==> config.mk <==
export PLATFORM = sky130hd
export DESIGN_NAME = dff_bank_arbiter
export DESIGN_NICKNAME = d
export VERILOG_FILES = /design/src/rtl/dff_bank_arbiter.sv
export SDC_FILE = /design/constraint.sdc
export NUM_CORES = 1
export LEC_CHECK = 0
export CORE_AREA = 8 8 67 69
export CTS_BUF_LIST = sky130_fd_sc_hd__clkbuf_2 sky130_fd_sc_hd__clkbuf_4 sky130_fd_sc_hd__clkbuf_8
export DETAILED_ROUTE_END_ITERATION = 12
export DIE_AREA = 0 0 75 77
export GPL_TIMING_DRIVEN = 0
export PLACE_DENSITY_LB_ADDON = 0.2
export REMOVE_ABC_BUFFERS = 1
export SKIP_CTS_REPAIR_TIMING = 1
export SYNTH_ARGS = -nofsm -noshare
export SYNTH_HDL_FRONTEND = slang
export SYNTH_SLANG_ARGS = --single-unit
==> constraint.sdc <==
create_clock -name i_clk -period 2.3 [get_ports i_clk]
set_input_delay 0.46 -clock i_clk [delete_from_list [all_inputs] [get_ports i_clk]]
set_output_delay 0.46 -clock i_clk [all_outputs]
set_load 0.01 [all_outputs]
==> src/rtl/dff_bank_arbiter.sv <==
// Round-robin arbiter that grants one of NREQ requesters write access to a
// shared WIDTH-bit register bank, with req/gnt/ack handshake and bank clear.
module dff_bank_arbiter #(
    parameter  int NREQ  = 4,
    parameter  int WIDTH = 8,
    localparam int OW    = $clog2(NREQ)
) (
    input  logic                   i_clk,
    input  logic                   i_rst_n,
    input  logic                   i_clr,
    input  logic [NREQ-1:0]        i_req,
    input  logic [NREQ*WIDTH-1:0]  i_wdata,
    output logic [NREQ-1:0]        o_gnt,
    output logic                   o_ack,
    output logic [OW-1:0]          o_owner,
    output logic                   o_busy,
    output logic [WIDTH-1:0]       o_q,
    output logic [WIDTH-1:0]       o_qbar
);

    typedef enum logic [1:0] {
        ST_IDLE  = 2'd0,
        ST_GRANT = 2'd1,
        ST_DONE  = 2'd2
    } state_t;

    localparam int unsigned NREQ_U   = NREQ;
    localparam int unsigned LAST_U   = NREQ - 1;
    localparam logic [OW:0]   NREQ_W   = NREQ_U[OW:0];
    localparam logic [OW-1:0] LAST_IDX = LAST_U[OW-1:0];

    state_t             r_state;
    logic [OW-1:0]      r_ptr;
    logic [OW-1:0]      r_owner;
    logic [NREQ-1:0]    r_gnt;
    logic               r_ack;
    logic [WIDTH-1:0]   r_q;

    logic [OW:0]        w_sum   [NREQ];
    logic [OW-1:0]      w_idx   [NREQ];
    logic [WIDTH-1:0]   w_wdata [NREQ];
    logic [NREQ-1:0]    w_hit;
    logic               w_found;
    logic [OW-1:0]      w_winner;
    logic [NREQ-1:0]    w_onehot;
    logic               w_owner_req;
    logic [OW-1:0]      w_next_ptr;

    // Candidate gi is the requester at distance gi from ptr, wrapping mod NREQ.
    // The sum never exceeds 2*(NREQ-1), which always fits in OW+1 bits.
    genvar gi;
    generate
        for (gi = 0; gi < NREQ; gi++) begin : g_cand
            localparam int unsigned OFS = gi;
            assign w_sum[gi]   = {1'b0, r_ptr} + OFS[OW:0];
            assign w_idx[gi]   = (w_sum[gi] >= NREQ_W) ? (w_sum[gi][OW-1:0] - NREQ_W[OW-1:0])
                                                       : w_sum[gi][OW-1:0];
            assign w_hit[gi]   = i_req[w_idx[gi]];
            assign w_wdata[gi] = i_wdata[gi*WIDTH +: WIDTH];
        end
    endgenerate

    // Nearest hit to ptr wins: scan from the far end so the closest overwrites.
    always_comb begin
        w_found  = |w_hit;
        w_winner = w_idx[0];
        for (int k = NREQ - 1; k >= 0; k--) begin
            if (w_hit[k]) begin
                w_winner = w_idx[k];
            end
        end
    end

    always_comb begin
        w_onehot           = '0;
        w_onehot[w_winner] = 1'b1;
    end

    assign w_owner_req = i_req[r_owner];
    assign w_next_ptr  = (r_owner == LAST_IDX) ? '0 : r_owner + 1'b1;

    always_ff @(posedge i_clk or negedge i_rst_n) begin
        if (!i_rst_n) begin
            r_state <= ST_IDLE;
            r_ptr   <= '0;
            r_owner <= '0;
            r_gnt   <= '0;
            r_ack   <= 1'b0;
            r_q     <= '0;
        end else begin
            case (r_state)
                ST_IDLE: begin
                    if (i_clr) begin
                        r_q <= '0;
                    end else if (w_found) begin
                        r_gnt   <= w_onehot;
                        r_owner <= w_winner;
                        r_state <= ST_GRANT;
                    end
                end
                ST_GRANT: begin
                    r_gnt <= '0;
                    // A requester that dropped req before the write forfeits
                    // its turn without moving the pointer.
                    if (w_owner_req) begin
                        r_q     <= w_wdata[r_owner];
                        r_ack   <= 1'b1;
                        r_ptr   <= w_next_ptr;
                        r_state <= ST_DONE;
                    end else begin
                        r_state <= ST_IDLE;
                    end
                end
                ST_DONE: begin
                    r_ack   <= 1'b0;
                    r_state <= ST_IDLE;
                end
                default: begin
                    r_gnt   <= '0;
                    r_ack   <= 1'b0;
                    r_state <= ST_IDLE;
                end
            endcase
        end
    end

    assign o_gnt   = r_gnt;
    assign o_ack   = r_ack;
    assign o_owner = r_owner;
    assign o_busy  = (r_state != ST_IDLE);
    assign o_q     = r_q;
    assign o_qbar  = ~r_q;

endmodule

Word level (Yosys, flattened, before mapping). Cells that the tools add are included.

Bits in registers: 19. Bits of input ports: 39. Output and inout bits: 24. Logic and storage cells: 73.

Add/subtract/negate cells: 4. Magnitude comparators: 8. Equal/unequal tests: 7. Muxes and demuxes: 32. Bitwise operators: 5. Reductions and logical operators: 11.

Operators with widths (count): $mux 8 (4); $lt 2x3->1 const B (6); $bmux 8 s2 (1); $mux 2 (8); $pmux 8 s2 (1); $bmux 1 s2 (5); $reduce_and 3->1 (3); $mux 4 (2); $ne 2x2->1 const B (4); $not 8->8 (1); $pmux 4 s2 (1); $mux 1 (7); $reduce_and 2->1 (3); $add 2x1->2 const B (2); $add 2x2->2 const B (2); $eq 2x2->1 const B (2); $pmux 2 s2 (1); $reduce_bool 2->1 (2); $reduce_or 4->1 (1); $ge 3x3->1 const B (1); $not 1->1 (3); $not 2->3 (1); $demux 1 s2 (1); $eq 2x1->1 const B (1); 4 further kinds (4).

Longest topological paths before layout. Gate-level depths: netlist of run 1.

Depth after elaboration: 14. Gate-level depth with buffers: 6. Mapped depth without buffers: 4.

Worst setup path before layout of run 1. Ideal clock, no wire load.

Path kind: reg-to-reg. Start: register r_owner[1], in the netlist o_owner[1]. End: register r_ptr[1]. Setup time: 0.127 ns. Arrival: 1.601 ns. Required time: 2.173 ns. Path slack: 0.571 ns. Stages on the path, launching flop included: 6. Path buffers: 2. Period minus slack after synthesis: 1.729 ns. Cell sequence: dfrtp_1 buf_6 mux4_2 buf_6 nand3_4 mux2_1.

Longest elaborated chain between the ends: 3. Elaborated cells on any way between the ends: 6. Those cells by class: add/sub (1); eq/ne (1); mux (3); reduce/logical (1).

RTL lines: from (decl) (line 34) `logic [OW-1:0] r_owner;`; from (signal assigned) (line 97) `r_owner <= w_winner;`; $bmux 1 s2 (line 79) `assign w_owner_req = i_req[r_owner];`; $mux 1 (implied by the code) (line 79); $reduce_and 2->1 (no line); to (signal assigned) (line 108) `r_ptr <= w_next_ptr;`; to (decl) (line 33) `logic [OW-1:0] r_ptr;`.

Parallel ways exist; a longest one is shown, timed or not. The select of a mux whose other input is x is not followed. A chain may end at the register's enable or synchronous reset.

Worst setup path in the final report of run 1.
Start: register r_state[0]. End: output port o_busy.

Longest elaborated chain between the ends: 1.

RTL lines: from (decl) (line 32) `state_t r_state;`; from (signal assigned) (line 84) `r_state <= ST_IDLE;`; from (signal assigned) (line 98) `r_state <= ST_GRANT;`; from (signal assigned) (line 109) `r_state <= ST_DONE;`; $reduce_bool 2->1 (line 130) `assign o_busy = (r_state != ST_IDLE);`; to (decl) (line 16) `output logic o_busy,`.

No other way between the ends.

==> results of run 1 <==
power breakdown:
| part | leakage [nW] | switching (mW) | internal, mW | total (mW) |
|---|---|---|---|---|
| logic | 0.470 | 0.421 | 0.635 | 1.06 |
| clock network | 0.0184 | 0.103 | 0.0793 | 0.183 |
| registers | 0.246 | 0.231 | 0.462 | 0.692 |
| total | 0.734 | 0.755 | 1.18 | 1.93 |
cell type report:
cell class | count | area (µm²)
fill | 317 | 1605
multi-input combinational | 75 | 650.6
timing repair buffer | 62 | 620.6
sequential | 19 | 476.7
tap | 48 | 60.06
inverter | 14 | 52.55
clock buffer | 4 | 30.03
cells in the mapped netlist, drive strengths merged (3+ instances only):
cell type and instances:
a21oi 3, nor2b 3, inv 14, mux4 9
nand3 9, nand2 16, o211ai 8, dfrtp 19
o22ai 3, buf 7, mux2 3
cells by family (layout without fill, tap and decap cells):
logic type | after synthesis | in the layout
simple gates | 38 | 38
flops | 19 | 19
compound gates | 24 | 24
buf+inv | 23 | 80
fa+ha+maj | 1 | 1
mux | 12 | 12
routing by layer:
layer	vias to the layer above	GRT usage (%)	wire, µm
met3	2	4.421	309
li1	546	-	-
met4	0	2.745	19
met1	555	16.74	1529
met2	42	22.32	1865
met5	-	0	0
final timing paths:
kind	cells past startpoint	endpoint	startpoint
worst max-delay path	2	o_busy	r_state[0]$_DFFE_PN0P_
worst min-delay path	1	o_ack$_DFFE_PN0P_	r_state[1]$_DFFE_PN0P_
worst max register to register	3	r_ptr[1]$_DFFE_PN0P_	o_owner[1]$_DFFE_PN0P_
worst min register to register	1	o_ack$_DFFE_PN0P_	r_state[1]$_DFFE_PN0P_
max in group asynchronous	1	r_state[0]$_DFFE_PN0P_	i_rst_n
min in group asynchronous	1	o_q[5]$_DFFE_PN0P_	i_rst_n
metrics by stage:
step	worst slack (ns)	instances	TNS, ns
5_1_grt	0.005890	222	0
3_3_place_gp	0.08566	218	0
6_report	0.09755	222	0
4_1_cts	-0.1967	222	-0.1967
3_5_place_dp	0.06368	218	0
2_1_floorplan	0.5033	108	0
cell usage in the layout (no fill, tap or decap), types with 2 or more instances in the layout:
| master | synthesis | layout |
|---|---|---|
| a21oi_1 | 3 | 3 |
| clkbuf_4 | 0 | 4 |
| clkdlybuf4s50_1 | 0 | 62 |
| nand2_1 | 16 | 16 |
| nand3_1 | 8 | 8 |
| a32o_1 | 2 | 2 |
| nor2b_1 | 3 | 3 |
| mux2_2 | 2 | 2 |
| o41ai_1 | 2 | 2 |
| o211ai_1 | 8 | 8 |
| inv_1 | 14 | 14 |
| o22ai_1 | 3 | 3 |
| mux4_1 | 4 | 4 |
| or3_1 | 2 | 2 |
| mux4_2 | 5 | 5 |
| nand3b_1 | 2 | 2 |
| dfrtp_1 | 19 | 18 |
registers in the layout, indices dropped and copies added (netlist names):
signal and cells:
o_gnt 4, o_owner 2, r_state 2, r_ptr 2
o_q 8, o_ack 1
==> impl_metrics.ini, run 1 <==
[run_status]
outcome = finished, final reports clean

[placement]
gp_congestion = 0.7849
postPlaceCellArea_um2 = 1859
io_buffers = 62
dpl.hpwl_mm = 2.887

[sta]
timing.hold.ws_ns = 0.4948
fin_crit_sh_pct = 95.76
setup_violations = 0
tightestPinTransition_ns = 0.8840
finalHoldViolCount = 0
relSlewSlack_pct = 40.88
skew_ns = 0.008983
period_minus_slack_ns = 2.202
max_clock_freq_mhz = 454.0
rsz0062_at_grt = no
drv_slew = 0

[yosys]
synth_compound_area_share_pct = 14.40
ys_warn_count = 0
async_flop_share_pct = 100.0
synth-edff-count = 0
syn_inst = 117
yosysTopAreaCellShare_pct = 38.27
seq_area_frac_synth_pct = 38.27
synthMuxAreaShare_pct = 20.24
syn_area_um2 = 1242
synthSimpleGateAreaFrac_pct = 16.72
yosysUniqueCellTypes = 36
synth_ff_type = dfrtp_1
synth.avg_cell_area_um2 = 10.62
synth-xor-area-share_pct = 0
ys_seq_elements = 19
synth_fa_ha_area_share_pct = 1.007
synthTopCellsByArea = dfrtp_1, mux4_2, mux4_1
yosys.area.top_type = dfrtp_1
synth_top_family_by_area = multiplexers

[setup_path]
slowest_delay_ns = 0.61
worstPathCellList = or2_2 -> clkdlybuf4s50_1
worstPathMaxFanout = 27
cp_slowest_cell = dfrtp_2
start_kind = register
path_buf_inv = 1
worst_ep_arrival_time_ns = 1.74
critical_path.top_delay_family = flip-flops
worstSetupEndpointType = output pin
crit_type = reg2out
required_ns = 1.84
r2r_slack_ns = 0.31

[worst_hold_path]
timing.hold.worst.class = reg2reg

[final_layout]
final_area_um2 = 1891
syn_to_final_growth_pct = 52.16
post-route-util_pct = 54.08
fin_nets = 215
drive_gt1_share_pct = 9.770
antenna_cells = 0

[drt]
drt_wl_total_mm = 3.722
drc = 0
dr_total_vias = 1145
vias_per_cell = 5.158
drtIter0Drc = 97
dr.pass1.iters = 4
wl_per_cell_um = 16.77
postRouteAntennaNets = 0

[die]
dieArea_um2 = 5775
core_um2 = 3496
fp.dieW_um = 75
initial_utilization_pct = 35.54
die_h_um = 77
num_rows = 22
pin_count = 63

[global_route]
grt.total_usage_pct = 13.65
grt_max_degree = 28
grt_pass1_wl_mm = 6.216
grt_overflow = 0
grt_pass1_vias = 1204
antenna_found_initial = 0

[cts]
cts_inserted_buffers = 3
clk_path_buf_depth = 2
insertion_delay_ns = 0.30
cts_root_buf = clkbuf_4
cts_tree = yes
htreeDepth = 1
cts.sink_count = 19
clk_pin_slew_worst_paths_ns = 0.11

[pwr]
leakage_nw = 0.7341
total_power_mw = 1.930
ir_drop_mv = 0.5506
powerDensity_nw_per_um2 = 1021

[job]
maxCapViolCount = 0
Note: power is estimated with default switching activity, not from simulation.
==> run 2, diff against run 1 <==
--- a/config.mk
+++ b/config.mk
@@ -5,10 +5,10 @@
 export SDC_FILE = /design/constraint.sdc
 export NUM_CORES = 1
 export LEC_CHECK = 0
-export CORE_AREA = 8 8 67 69
+export CORE_AREA = 2 2 61 63
 export CTS_BUF_LIST = sky130_fd_sc_hd__clkbuf_2 sky130_fd_sc_hd__clkbuf_4 sky130_fd_sc_hd__clkbuf_8
 export DETAILED_ROUTE_END_ITERATION = 12
-export DIE_AREA = 0 0 75 77
+export DIE_AREA = 0 0 63 65
 export GPL_TIMING_DRIVEN = 0
 export PLACE_DENSITY_LB_ADDON = 0.2
 export REMOVE_ABC_BUFFERS = 1
==> run 2 against run 1 <==
Effect of this change: via count up 2.6%; sequential power increased by 0.9%; wire length decreased by 11%; first-iteration DRC count down 56%; critical endpoint unchanged; largest power group unchanged.
==> impl_metrics.ini, run 2 (same netlist as run 1, synthesis figures left out) <==
[job]
maxCapViolCount = 0

[drt]
dr.pass1.iters = 4
vias_per_cell = 5.293
postRouteAntennaNets = 0
drt_wl_total_mm = 3.312
dr_total_vias = 1175
wl_per_cell_um = 14.92
drtIter0Drc = 43
drc = 0

[final_layout]
final_common_cell = clkdlybuf4s50_1
drive_gt1_share_pct = 10.34
multi_input_area_um2 = 650.6
fin_nets = 215
finalNonFillerCells = 222
n_fill_cell = 316
mostFrequentLayoutCells = clkdlybuf4s50_1, dfrtp_1, nand2_1
antenna_cells = 0
layout.area.seq_um2 = 478.0
largest_register_ffs = 8
post-route-util_pct = 54.04
syn_to_final_growth_pct = 52.06

[cts]
clk_path_buf_depth = 2
cts_root_buf = clkbuf_4
clk_pin_slew_worst_paths_ns = 0.11
cts.sink_count = 19
insertion_delay_ns = 0.30
htreeDepth = 1
cts_tree = yes
cts_inserted_buffers = 3

[sta]
setup_violations = 0
fin_tns_setup_ns = 0
max_clock_freq_mhz = 451.3
skew_ns = 0.0007723
finalHoldViolCount = 0
fin_crit_sh_pct = 96.34
period_minus_slack_ns = 2.216
tightestPinTransition_ns = 0.8712
drv_slew = 0
relSlewSlack_pct = 41.74
rsz0062_at_grt = no

[setup_path]
required_ns = 1.84
crit_type = reg2out
worst_ep_arrival_time_ns = 1.76
worstSetupEndpointType = output pin
start_kind = register
worstPathMaxFanout = 27

[placement]
placedCellCount = 218
dpl.hpwl_mm = 2.457
gp_congestion = 0.7906
io_buffers = 62

[global_route]
grt_overflow = 0
grt.total_usage_pct = 16.39
grt_pass1_wl_mm = 5.326
grt_max_degree = 28
grt_pass1_vias = 1117
antenna_found_initial = 0

[pwr]
leakage_nw = 0.7323
total_power_mw = 1.916
powerDensity_nw_per_um2 = 1014
ir_drop_mv = 0.6702

[die]
die_h_um = 65
pin_count = 63
initial_utilization_pct = 35.54
dieArea_um2 = 4095
num_rows = 22
fp.dieW_um = 63
core_um2 = 3496

[worst_hold_path]
timing.hold.worst.class = reg2reg

[run_status]
outcome = finished, final reports clean
==> run 2: final timing paths <==
path / to / start / slack [ns] / cells past startpoint
hold reg to reg: o_ack$_DFFE_PN0P_ / r_state[1]$_DFFE_PN0P_ / 0.48 / 1
min in group asynchronous: o_q[7]$_DFFE_PN0P_ / i_rst_n / 0.64 / 1
setup / recovery: o_busy / r_state[0]$_DFFE_PN0P_ / 0.08 / 2
setup reg to reg: r_ptr[1]$_DFFE_PN0P_ / o_owner[1]$_DFFE_PN0P_ / 0.30 / 3
max in group asynchronous: o_owner[0]$_DFFE_PN0P_ / i_rst_n / 1.07 / 1
hold / removal: o_ack$_DFFE_PN0P_ / r_state[1]$_DFFE_PN0P_ / 0.48 / 1
==> run 2: worst max-delay path, cell delays in order, from the launching register on <==
cell	delay, ns
dfrtp_2	0.62
or2_2	0.35
clkdlybuf4s50_1	0.48
==> run 2: cell type report <==
type	count	area share, %
inverters	14	2.781
clock buffers	3	1.192
flip-flops and latches	19	25.30
repair buffers	62	32.85
well taps	48	3.179
clock inverters	1	0.2649
multi-input cells	75	34.44
==> run 2: layer usage <==
metal  track usage, %  up-vias  part of all wire, %
met5                0        -                    0
li1                 -      547                    -
met4            4.167        0                  1.4
met2            28.46       53                   48
met1            20.51      569                   45
met3            3.819        6                  6.0
==> run 2: where the power goes <==
part	internal (mW)	switching (mW)	leakage, nW
Clock	0.0648	0.108	0.0177
Sequential	0.464	0.234	0.245
Combinational	0.634	0.410	0.470
Total	1.16	0.753	0.732
==> run 2: per-stage QoR <==
step           setup slack, ns  cell area [µm²]  hold slack [ns]
2_1_floorplan           0.5033             1179           0.1644
3_3_place_gp           0.08308             1859           0.4668
3_5_place_dp           0.05718             1859           0.4674
4_1_cts                -0.1884             1887           0.4952
5_1_grt                0.03325             1889           0.5317
6_report               0.08409             1889           0.4762
